--- src/rtl/mont_acc_pkg.sv ---
// rtl/mont_acc_pkg.sv - register offsets, bit indices and core FSM states for the Montgomery accelerator
package mont_acc_pkg;

    localparam logic [8:0] A_OFF    = 9'h000;
    localparam logic [8:0] B_OFF    = 9'h040;
    localparam logic [8:0] M_OFF    = 9'h080;
    localparam logic [8:0] R_OFF    = 9'h0C0;
    localparam logic [8:0] CTRL_OFF = 9'h100;
    localparam logic [8:0] STAT_OFF = 9'h104;

    localparam int CTRL_START = 0;
    localparam int CTRL_IE    = 1;
    localparam int STAT_BUSY  = 0;
    localparam int STAT_DONE  = 1;
    localparam int STAT_ERR   = 2;

    typedef enum logic [2:0] {
        ST_IDLE  = 3'd0,
        ST_CHECK = 3'd1,
        ST_LOOP  = 3'd2,
        ST_FIX   = 3'd3,
        ST_DONE  = 3'd4
    } mont_state_e;

endpackage

--- src/rtl/mont_mul_core.sv ---
// rtl/mont_mul_core.sv - bit-serial radix-2 Montgomery multiplier, R = A*B*2^-W mod M
module mont_mul_core
    import mont_acc_pkg::*;
#(
    parameter int W = 32
) (
    input  logic         i_clk,
    input  logic         i_rst_n,
    input  logic         i_start,
    input  logic         i_clr_done,
    input  logic         i_clr_err,
    input  logic [W-1:0] i_a,
    input  logic [W-1:0] i_b,
    input  logic [W-1:0] i_m,
    output logic         o_busy,
    output logic         o_done,
    output logic         o_err,
    output logic [W-1:0] o_r
);
    localparam int CW = $clog2(W);

    mont_state_e  r_state;
    logic [W-1:0] r_a, r_b, r_m, r_r;
    logic [W+1:0] r_t;
    logic [CW-1:0] r_cnt;
    logic         r_busy, r_done, r_err;
    logic [W+1:0] w_t_add, w_t_red;

    // r_a is shifted right each iteration so bit 0 is always the current A[i]
    always_comb begin
        w_t_add = r_t + (r_a[0] ? {2'b00, r_b} : '0);
        w_t_red = w_t_add + (w_t_add[0] ? {2'b00, r_m} : '0);
    end

    always_ff @(posedge i_clk or negedge i_rst_n) begin
        if (!i_rst_n) begin
            r_state <= ST_IDLE;
            r_a     <= '0;
            r_b     <= '0;
            r_m     <= '0;
            r_r     <= '0;
            r_t     <= '0;
            r_cnt   <= '0;
            r_busy  <= 1'b0;
            r_done  <= 1'b0;
            r_err   <= 1'b0;
        end else begin
            if (i_clr_done) r_done <= 1'b0;
            if (i_clr_err)  r_err  <= 1'b0;
            case (r_state)
                ST_IDLE: begin
                    if (i_start) begin
                        r_a     <= i_a;
                        r_b     <= i_b;
                        r_m     <= i_m;
                        r_done  <= 1'b0;
                        r_err   <= 1'b0;
                        // an even (or zero) modulus is rejected without ever raising BUSY
                        r_busy  <= i_m[0];
                        r_state <= ST_CHECK;
                    end
                end
                ST_CHECK: begin
                    if (!r_m[0]) begin
                        r_err   <= 1'b1;
                        r_state <= ST_IDLE;
                    end else begin
                        r_t     <= '0;
                        r_cnt   <= '0;
                        r_state <= ST_LOOP;
                    end
                end
                ST_LOOP: begin
                    r_t   <= w_t_red >> 1;
                    r_a   <= r_a >> 1;
                    r_cnt <= r_cnt + CW'(1);
                    if (r_cnt == CW'(W - 1)) r_state <= ST_FIX;
                end
                ST_FIX: begin
                    r_r     <= (r_t >= {2'b00, r_m}) ? W'(r_t - {2'b00, r_m}) : r_t[W-1:0];
                    r_busy  <= 1'b0;
                    r_state <= ST_DONE;
                end
                ST_DONE: begin
                    r_done  <= 1'b1;
                    r_state <= ST_IDLE;
                end
                default: r_state <= ST_IDLE;
            endcase
        end
    end

    assign o_busy = r_busy;
    assign o_done = r_done;
    assign o_err  = r_err;
    assign o_r    = r_r;

endmodule

--- src/rtl/ahb_mont_mul_acc.sv ---
// rtl/ahb_mont_mul_acc.sv - AHB-Lite Montgomery multiply accelerator; MONT_IRQ_EN adds IRQ and CTRL.IE
module ahb_mont_mul_acc
    import mont_acc_pkg::*;
#(
    parameter int W = 32
) (
    input  logic        HCLK,
    input  logic        HRESETn,
    input  logic        HSEL,
    input  logic        HREADY,
    input  logic [1:0]  HTRANS,
    input  logic [2:0]  HSIZE,
    input  logic        HWRITE,
    input  logic [31:0] HADDR,
    input  logic [31:0] HWDATA,
    output logic        HREADYOUT,
    output logic [1:0]  HRESP,
    output logic [31:0] HRDATA
`ifdef MONT_IRQ_EN
    ,
    output logic        IRQ
`endif
);
    localparam int NW = W / 32;

    logic         r_acc, r_write;
    logic [8:0]   r_addr;
    logic [W-1:0] r_a, r_b, r_m;
    logic [W-1:0] w_r;
    logic         w_busy, w_done, w_err;
    logic [2:0]   w_region;
    logic [3:0]   w_idx;
    logic         w_word_ok, w_in_a, w_in_b, w_in_m, w_in_r, w_ctrl, w_stat;
    logic         w_wr, w_rd, w_wr_ok, w_start, w_clr_done, w_clr_err;
    logic [31:0]  w_ctrl_rd;
    logic         w_unused;

    assign HREADYOUT = 1'b1;
    assign HRESP     = 2'b00;
    assign w_unused  = ^{HSIZE, HADDR[31:9], HTRANS[0]};

    always_ff @(posedge HCLK or negedge HRESETn) begin
        if (!HRESETn) begin
            r_acc   <= 1'b0;
            r_write <= 1'b0;
            r_addr  <= '0;
        end else if (HREADY) begin
            r_acc   <= HSEL & HTRANS[1];
            r_write <= HWRITE;
            r_addr  <= HADDR[8:0];
        end
    end

    assign w_region  = r_addr[8:6];
    assign w_idx     = r_addr[5:2];
    assign w_word_ok = int'(w_idx) < NW;
    assign w_in_a    = w_region == A_OFF[8:6];
    assign w_in_b    = w_region == B_OFF[8:6];
    assign w_in_m    = w_region == M_OFF[8:6];
    assign w_in_r    = w_region == R_OFF[8:6];
    assign w_ctrl    = r_addr == CTRL_OFF;
    assign w_stat    = r_addr == STAT_OFF;
    assign w_wr      = r_acc & r_write;
    assign w_rd      = r_acc & ~r_write;
    assign w_wr_ok   = w_wr & ~w_busy & w_word_ok;
    assign w_start   = w_wr & ~w_busy & w_ctrl & HWDATA[CTRL_START];
    assign w_clr_done = w_wr & w_stat & HWDATA[STAT_DONE];
    assign w_clr_err  = w_wr & w_stat & HWDATA[STAT_ERR];

    always_ff @(posedge HCLK or negedge HRESETn) begin
        if (!HRESETn) begin
            r_a <= '0;
            r_b <= '0;
            r_m <= '0;
        end else begin
            for (int k = 0; k < NW; k++) begin
                if (w_wr_ok && int'(w_idx) == k) begin
                    if (w_in_a) r_a[k*32 +: 32] <= HWDATA;
                    if (w_in_b) r_b[k*32 +: 32] <= HWDATA;
                    if (w_in_m) r_m[k*32 +: 32] <= HWDATA;
                end
            end
        end
    end

`ifdef MONT_IRQ_EN
    logic r_ie, r_irq;

    always_ff @(posedge HCLK or negedge HRESETn) begin
        if (!HRESETn) begin
            r_ie  <= 1'b0;
            r_irq <= 1'b0;
        end else begin
            if (w_wr && !w_busy && w_ctrl) r_ie <= HWDATA[CTRL_IE];
            r_irq <= r_ie & (w_done | w_err);
        end
    end

    assign IRQ       = r_irq;
    assign w_ctrl_rd = {30'd0, r_ie, 1'b0};
`else
    assign w_ctrl_rd = '0;
`endif

    always_comb begin
        HRDATA = '0;
        if (w_rd) begin
            for (int k = 0; k < NW; k++) begin
                if (int'(w_idx) == k) begin
                    if (w_in_a) HRDATA = r_a[k*32 +: 32];
                    if (w_in_b) HRDATA = r_b[k*32 +: 32];
                    if (w_in_m) HRDATA = r_m[k*32 +: 32];
                    if (w_in_r) HRDATA = w_r[k*32 +: 32];
                end
            end
            if (w_ctrl) HRDATA = w_ctrl_rd;
            if (w_stat) HRDATA = {29'd0, w_err, w_done, w_busy};
        end
    end

    mont_mul_core #(.W(W)) u_core (
        .i_clk      (HCLK),
        .i_rst_n    (HRESETn),
        .i_start    (w_start),
        .i_clr_done (w_clr_done),
        .i_clr_err  (w_clr_err),
        .i_a        (r_a),
        .i_b        (r_b),
        .i_m        (r_m),
        .o_busy     (w_busy),
        .o_done     (w_done),
        .o_err      (w_err),
        .o_r        (w_r)
    );

endmodule

--- config.mk ---
export PLATFORM = sky130hd
export DESIGN_NAME = ahb_mont_mul_acc
export DESIGN_NICKNAME = d
export VERILOG_FILES = /design/src/rtl/mont_acc_pkg.sv /design/src/rtl/mont_mul_core.sv /design/src/rtl/ahb_mont_mul_acc.sv
export SDC_FILE = /design/constraint.sdc
export NUM_CORES = 1
export LEC_CHECK = 0
export BUFFER_PORTS_ARGS = -buffer_cell sky130_fd_sc_hd__clkbuf_2
export CAP_MARGIN = 30
export CORE_ASPECT_RATIO = 0.7
export CORE_UTILIZATION = 55
export DETAILED_ROUTE_END_ITERATION = 16
export GPL_TIMING_DRIVEN = 1
export HOLD_SLACK_MARGIN = 0.08
export PLACE_DENSITY = 0.83
export REMOVE_ABC_BUFFERS = 1
export SLEW_MARGIN = 20
export SYNTH_ARGS = -nofsm -noshare
export SYNTH_HDL_FRONTEND = slang
export SYNTH_SLANG_ARGS = --single-unit
--- constraint.sdc ---
create_clock -name HCLK -period 7 [get_ports HCLK]
set_clock_uncertainty 0.05 [all_clocks]
set_input_delay 0.7 -clock HCLK [delete_from_list [all_inputs] [get_ports HCLK]]
set_output_delay 0.7 -clock HCLK [all_outputs]
set_load 0.02 [all_outputs]
==> summary.md, run 1 <==
| Metric | Value |
|---|---|
| Critical path type | reg2reg |
| Startpoint Class | register |
| RSZ-0062 raised after global routing | no |
| Clk_lat worst skew | 0.57 ns |
| GR met1 Demand/Resource | 45.7% |
| Die ar. | 31800 sq um |
| Comb pwr share | 5.9% |
| Post_cts resized | 0 |
| Residual DRC | 0 |
| Clk pin slew, worst setup/hold paths | 0.07 ns |
| Filler Cells Inserted | 2442 |
| Post-CTS Hold Buffers | 0 |
| Final wirelength | 47.2 mm |
| DIE HEIGHT | 150 microns |
| Fin crit share | 85.6% |
| Row cnt | 53 |
| CP max FO | 17 |
| Largest net degree at the start of global routing | 119 |
| Async SR Flop Fraction | 100% |
| Pre-Repair DR Iteration Count | 7 |
| Final Max Slew Viols | 0 |
| Final setup viols | 0 |
| Main synth FF type | dfrtp_1 |
| Postcts setup bufs | 0 |
| Iteration-0 DRC Markers | 1329 |
| VDD IR-drop max | between 150 and 200 uV |
| Gr usage total | 30.1% |
| GRT busiest layer | met1 |
| Final Util | 62.3% |
| Most frequent cells in the layout | dfrtp_1 (278), nand2_1 (203), mux2_2 (141) |
| Number of synthesized flops with an enable pin | 0 |
| Commonest non-fill, non-tap cell in the layout | dfrtp_1 |
| CTS Root Cell | clkbuf_16 |
| Routability cong. | 0.938 |
| Clk sinks | approximately 280 |
| P_leak | 9.20 nW |
| Core box area | 30300 sq um |
| Global Route met3 Usage | 4.85% |
| Placed Area | 18000 sq um |
| DP HPWL | between 30 and 40 mm |
| Die X-Extent | 213 microns |
| Clock power frac | 43.9% |
| Vias per Instance | 6.20 |
| Storage cell area | 6990 sq um |
| Critical Path AT | about 6.4 ns |
| Layout cells sized above 1 | 17.0% |
| Mapped cell area | 17100 sq um |
| IO Count | ~110 |
| Slew of the pin with the lowest slew margin | 0.963 ns |
| Port-buffer cells | 78 |
| Run status | complete, no violations |
| First-pass GRT wire length | around 75 mm |
| DR vias | 13900 |
| Final TNS setup | 0 ns |
| Final Cell Area | 18900 sq um |
| CTS Buffer Depth | 3 |
| Final Hold Vio Count | 0 |
| Number of global-route vias before repair | 13600 |
| Seq/Total Area, Yosys | 40.8% |
| Synth area leaders | dfrtp_1 (41%), mux2_2 (9.3%), ha_1 (7.1%) |
| Normalized max-slew margin | a little over a third |
| CTS tree | built |
| HP Class | in2async |
| Worst setup margin | 1.01 ns |
| Pwr per Cell Area | 181 nW/um^2 |
| Wire per inst | 21.0 microns |
| Area leader, netlist | dfrtp_1 |
| Area Growth Syn to Fin | 10.3% |
| Final Power | 3.42 mW |
| Multi-input gate area | 9550 sq um |
| Switch share | 24.3% |
| Net Switching | 0.830 mW |
| Warnings, synthesis | 0 |
| Gr ovfl total | 0 |
| Initial antenna violation count | 0 |
| Final #Nets | around 2000 |
| Ant diodes | 0 |
| Crit. End Element | register |
| Number of distinct library cells after synthesis | 79 |
| Register bit total from synthesis | between 200 and 300 |
| Max Cap Viol | 0 |
| Num CTS Buffers | 28 |
| Internal power | 2.59 mW |
| Seq pwr share | 50.2% |
| Antenna viol nets, final | 0 |
| Met2 usage | 44.8% |
| Dpl ws | 1.13 ns |
| H-tree depth | 1 |
| Syn Area/Cell | 9.69 sq um |
| Starting Density | a little under three fifths |
| Synth top area share | 40.8% |
| Fmax | 167 MHz |
| Mapped Cells | 1765 |
| Clock period minus worst slack | 5.99 ns |
| Required @ worst endpoint | 7.41 ns |
[cells in the mapped netlist (all sizes together) (3+ instances only)]
| cell | instances |
|---|---|
| nand3 | 26 |
| o211ai | 10 |
| mux2 | 141 |
| a31o | 4 |
| a21oi | 85 |
| o31ai | 7 |
| xnor2 | 47 |
| nor2 | 74 |
| a211oi | 71 |
| a31oi | 14 |
| a21boi | 5 |
| xor2 | 31 |
| mux2i | 55 |
| fa | 3 |
| inv | 70 |
| o21bai | 12 |
| or3 | 6 |
| a211o | 3 |
| o22ai | 5 |
| nand2b | 15 |
| buf | 22 |
| a41oi | 3 |
| nand2 | 206 |
| and4 | 3 |
| or2 | 5 |
| and2 | 64 |
| nor3 | 18 |
| dfrtp | 279 |
| clkbuf | 61 |
| o21ai | 126 |
| a221oi | 3 |
| nor3b | 8 |
| and3 | 10 |
| nor2b | 43 |
| o21a | 14 |
| a21o | 40 |
| ha | 97 |
| o311ai | 3 |
| nand3b | 5 |
| nor4 | 4 |
| nand4 | 3 |
| a22oi | 33 |
[registers in the layout, indices dropped and copies added, names as in the netlist]
name,flops
u_core.r_t,33
r_a,32
r_b,32
r_m,32
u_core.o_r,32
u_core.r_a,32
u_core.r_b,32
u_core.r_m,32
r_addr,9
u_core.r_cnt,5
u_core.r_state,3
r_acc,1
r_write,1
u_core.o_busy,1
u_core.o_done,1
u_core.o_err,1
[worst paths after layout]
kind	start	endpoint	slack [ns]	cells after the start
worst max register to register	u_core.r_a[0]$_DFFE_PN0P_	u_core.r_t[30]$_DFFE_PN0P_	1.01	24
max in group asynchronous	HRESETn	u_core.o_r[4]$_DFFE_PN0P_	5.27	3
min in group HCLK	HADDR[4]	r_addr[4]$_DFFE_PN0P_	0.32	2
worst min register to register	u_core.r_a[8]$_DFFE_PN0P_	u_core.r_a[8]$_DFFE_PN0P_	0.43	2
worst max-delay path	u_core.r_a[0]$_DFFE_PN0P_	u_core.r_t[30]$_DFFE_PN0P_	1.01	24
worst min-delay path	HRESETn	u_core.r_a[17]$_DFFE_PN0P_	0.13	1
[cell type report]
type | instances | area share [%]
multi-input cells | 1334 | 50.6
flip-flops and latches | 279 | 37.0
clock buffers | 39 | 4.25
repair buffers | 101 | 3.51
well taps | 412 | 2.73
inverters | 70 | 1.39
clock inverters | 11 | 0.550
[cells by family after synthesis]
logic type               count (synthesis)  synth area share [%]
multiplexers                           197                  12.6
other                                    2                0.0439
adder cells (fa/ha/maj)                100                  7.44
buffers and inverters                  153                  3.65
AO/OA/AOI/OAI                          460                  17.4
flip-flops                             279                  40.8
XOR/XNOR                                78                  3.99
AND/OR/NAND/NOR                        496                  14.0
[worst max-delay path, stage by stage (launching register included)]
cell and delay (ns):
dfrtp_1 0.62, nand2_1 0.18, inv_1 0.09, ha_1 0.24, a211oi_1 0.24, o21ai_0 0.22
a21o_1 0.22, a21o_1 0.19, a21o_1 0.18, a21oi_1 0.23, o21bai_1 0.10, a21oi_1 0.24
o21bai_1 0.12, xor2_1 0.15, ha_1 0.38, o21ai_0 0.11, o21ai_0 0.21, or4bb_1 0.42
a31oi_1 0.29, a2bb2oi_1 0.34, a221oi_1 0.17, a211o_1 0.36, o21a_1 0.21, xor2_1 0.14
o21ai_0 0.18
[metal layers]
metal	vias to the layer above	share of wire (%)
met2	560	44
met5	-	0
li1	6412	-
met4	0	2.0
met1	6881	47
met3	79	7.8
[power by group through the flow]
stage	registers, mW	logic, mW	clock network (mW)
2_1_floorplan	1.74	0.103	0
3_3_place_gp	1.74	0.187	0
3_5_place_dp	1.74	0.202	0
4_1_cts	1.71	0.204	1.52
5_1_grt	1.72	0.222	1.57
6_report	1.72	0.202	1.50
[stage by stage]
stage / hold WS (ns) / instances
after floorplan: 0.354 / 1683
after global placement: 0.409 / 2190
after detailed placement: 0.413 / 2196
after CTS: 0.198 / 2246
after global routing: 0.211 / 2246
final: 0.133 / 2246
(Power assumes the default switching activity.)
==> run 2, diff against run 1 <==
--- a/config.mk
+++ b/config.mk
@@ -8,11 +8,12 @@
 export BUFFER_PORTS_ARGS = -buffer_cell sky130_fd_sc_hd__clkbuf_2
 export CAP_MARGIN = 30
 export CORE_ASPECT_RATIO = 0.7
-export CORE_UTILIZATION = 55
+export CORE_MARGIN = 1.5
+export CORE_UTILIZATION = 62
 export DETAILED_ROUTE_END_ITERATION = 16
-export GPL_TIMING_DRIVEN = 1
+export GPL_TIMING_DRIVEN = 0
 export HOLD_SLACK_MARGIN = 0.08
-export PLACE_DENSITY = 0.83
+export PLACE_DENSITY = 0.91
 export REMOVE_ABC_BUFFERS = 1
 export SLEW_MARGIN = 20
 export SYNTH_ARGS = -nofsm -noshare
==> summary.md, run 2 (synthesis gave the netlist of run 1 again) <==
| Metric | Value |
|---|---|
| Run status | complete, no violations |
| CP max FO | 19 (+2) |
| Layout cells sized above 1 | 17.6% (+0.62 points) |
| Crit. Startpoint | u_core.r_a[0]$_DFFE_PN0P_ |
| CTS Buffer Depth | 3 (unchanged) |
| Hold endpoint | r_addr[2]$_DFFE_PN0P_ |
| R2r worst-path depth | 25 (+4.2%) |
| Slowest-stage cell, CP | dfrtp_1 |
| Hold path cells | 2 |
| Final setup viols | 0 (unchanged) |
| Initial antenna violation count | 0 (unchanged) |
| Most frequent CP cell | o21ai_0 |
| Final #Nets | 1998 (+0.50%) |
| Die ar. | 28600 sq um (-10%) |
| Antenna viol nets, final | 0 (unchanged) |
| Critical path type | reg2reg |
| First-pass GRT wire length | 76.2 mm (+2.1%) |
| DIE HEIGHT | 142 microns (-5.1%) |
| Iteration-0 DRC Markers | 1379 (+3.8%) |
| Number of global-route vias before repair | 14300 (+5.2%) |
| Largest Register | u_core.r_t |
| RSZ-0062 raised after global routing | no |
| Max Cap Viol | 0 (unchanged) |
| Storage cell area | 6990 sq um (about the same) |
| CTS Root Cell | clkbuf_16 |
| CTS tree | built |
| Num CTS Buffers | 27 (-3.6%) |
| Final wirelength | 48.1 mm (+1.8%) |
| Slew of the pin with the lowest slew margin | 1.04 ns (+0.0778 ns) |
| Net Switching | 0.835 mW (+0.60%) |
| Worst Hold Launch | HADDR[2] |
| Clk pin slew, worst setup/hold paths | 0.06 ns (about the same) |
| Commonest non-fill, non-tap cell in the layout | dfrtp_1 |
| Starting Density | 63.6% (+7.1 points) |
| Port-buffer cells | 78 (unchanged) |
| DP HPWL | 34.3 mm (+3.0%) |
| Filler Cells Inserted | 1902 (-22%) |
| DR vias | 14300 (+2.6%) |
| Postcts setup bufs | 0 (unchanged) |
| Clock power frac | 44.6% (+0.7 points) |
| Fin crit share | 92.7% (+7.1 points) |
| Crit. End Element | register |
| Final Hold Vio Count | 0 (unchanged) |
| Largest net degree at the start of global routing | 95 (-20%) |
| HP Class | in2reg |
| Switch share | 24.0% (-0.28 points) |
| Row cnt | 50 (-5.7%) |
| Placed Area | 18200 sq um (+1.2%) |
| Seq pwr share | 49.4% (-0.8 points) |
| Die X-Extent | 202 microns (-5.3%) |
| Post_cts resized | 0 (unchanged) |
| Most frequent cells in the layout | dfrtp_1 (277), nand2_1 (203), mux2_2 (141) |
| Residual DRC | 0 (unchanged) |
| IO Count | 109 (unchanged) |
| Ant diodes | 0 (unchanged) |
| Internal power | 2.65 mW (+2.2%) |
| Post-CTS Hold Buffers | 1 (+1) |
| Clock period minus worst slack | 6.49 ns (+0.499 ns) |
| Multi-input gate area | 9560 sq um (+0.17%) |
| Final Cell Area | 19100 sq um (+1.3%) |
| Area Growth Syn to Fin | 11.8% |
| Normalized max-slew margin | 30.4% (-5.4 points) |
| Clk sinks | 279 (unchanged) |
| Gr usage total | 33.6% (+3.5 points) |
| H-tree depth | 1 (unchanged) |
| Final Max Slew Viols | 0 (unchanged) |
| R2r setup slk | 0.51 ns (-0.50 ns) |
| Reg-to-reg endpoint | u_core.r_t[30]$_DFFE_PN0P_ |
| Vias per Instance | 6.47 (+4.4%) |
| Max reg flops | 33 (unchanged) |
| Pwr per Cell Area | 182 nW/um^2 (+0.48%) |
| Pre-Repair DR Iteration Count | 5 (-2) |
| Worst stage delay on the critical path | 0.81 ns (+0.19 ns) |
| Core box area | 26900 sq um (-11%) |
| Comb pwr share | 6.0% (about the same) |
| Critical Path AT | 6.88 ns (+0.48 ns) |
| Wire per inst | 21.8 microns (+3.6%) |
| Routability cong. | 0.941 (+0.30%) |
| P_leak | 9.36 nW (+1.8%) |
| Final Power | 3.48 mW (+1.8%) |
| Required @ worst endpoint | 7.38 ns (-0.03 ns) |
| Startpoint Class | register |
| Fmax | 154 MHz (-7.7%) |
| Gr ovfl total | 0 (unchanged) |
| Worst R2R Start | u_core.r_a[0]$_DFFE_PN0P_ |
| Clk_lat worst skew | 0.58 ns (about the same) |
| VDD IR-drop max | 266 uV (+37%) |
[run 2: cell types whose count changed in the layout (fill, tap and decap cells not counted), sizes merged]
cell / change
buf: +9
bufinv: +2
clkbuf: -1
clkinv: -1
clkinvlp: -1
dlygate4sd3: +1
[run 2: how the worst max path moves through the flow]
stage / cells after the start / end
floorplan: 6 / u_core.r_a[30]$_DFFE_PN0P_
global placement: 6 / u_core.r_a[30]$_DFFE_PN0P_
detailed placement: 25 / u_core.r_t[30]$_DFFE_PN0P_
CTS: 25 / u_core.r_t[30]$_DFFE_PN0P_
global route: 25 / u_core.r_t[30]$_DFFE_PN0P_
finish: 25 / u_core.r_t[30]$_DFFE_PN0P_
[run 2: metal layers]
metal / vias to the layer above / GRT usage, % / share of wire (%) / wire [microns]
met4: 0 / 9.78 / 2.5 / 1220
met1: 7075 / 47.4 / 43 / 20800
met3: 117 / 6.14 / 8.8 / 4220
met5: - / 0 / 0 / 0
li1: 6429 / - / - / -
met2: 669 / 53.4 / 45 / 21900
[run 2: stage by stage]
step	TNS [ns]	hold WS, ns	cells	util, %	setup slack, ns
after detailed placement	0	0.417	2158	67.6	0.751
after global placement	-1323.21	0.409	2125	65.4	-16.53
after floorplan	-351.73	0.354	1683	-	-5.48
after CTS	0	0.294	2207	71.1	0.735
final	0	0.307	2207	71.1	0.508
after global routing	0	0.300	2207	71.1	0.235
[run 2: cell type report]
cell class,instances,share of cell area [%]
multi-input combinational,1334,50.0
sequential,279,36.5
timing repair buffer,112,4.86
clock buffer,37,4.04
tap,364,2.38
inverter,70,1.37
clock inverter,11,0.811
[run 2: power groups by stage]
stage                     combinational, mW  clock (mW)  sequential [mW]
after floorplan                       0.103           0             1.74
after global placement                0.169           0             1.75
after detailed placement              0.206           0             1.75
after CTS                             0.210        1.56             1.72
after global routing                  0.229        1.63             1.72
final                                 0.209        1.55             1.72
[run 2: critical path, delay by kind of cell (launching register included)]
kind | cells | cell delay (ns)
XOR/XNOR | 1 | 0.15
AO/OA/AOI/OAI | 12 | 2.85
buffers and inverters | 2 | 0.31
flip-flops | 1 | 0.81
adder cells (fa/ha/maj) | 3 | 0.97
AND/OR/NAND/NOR | 7 | 1.19
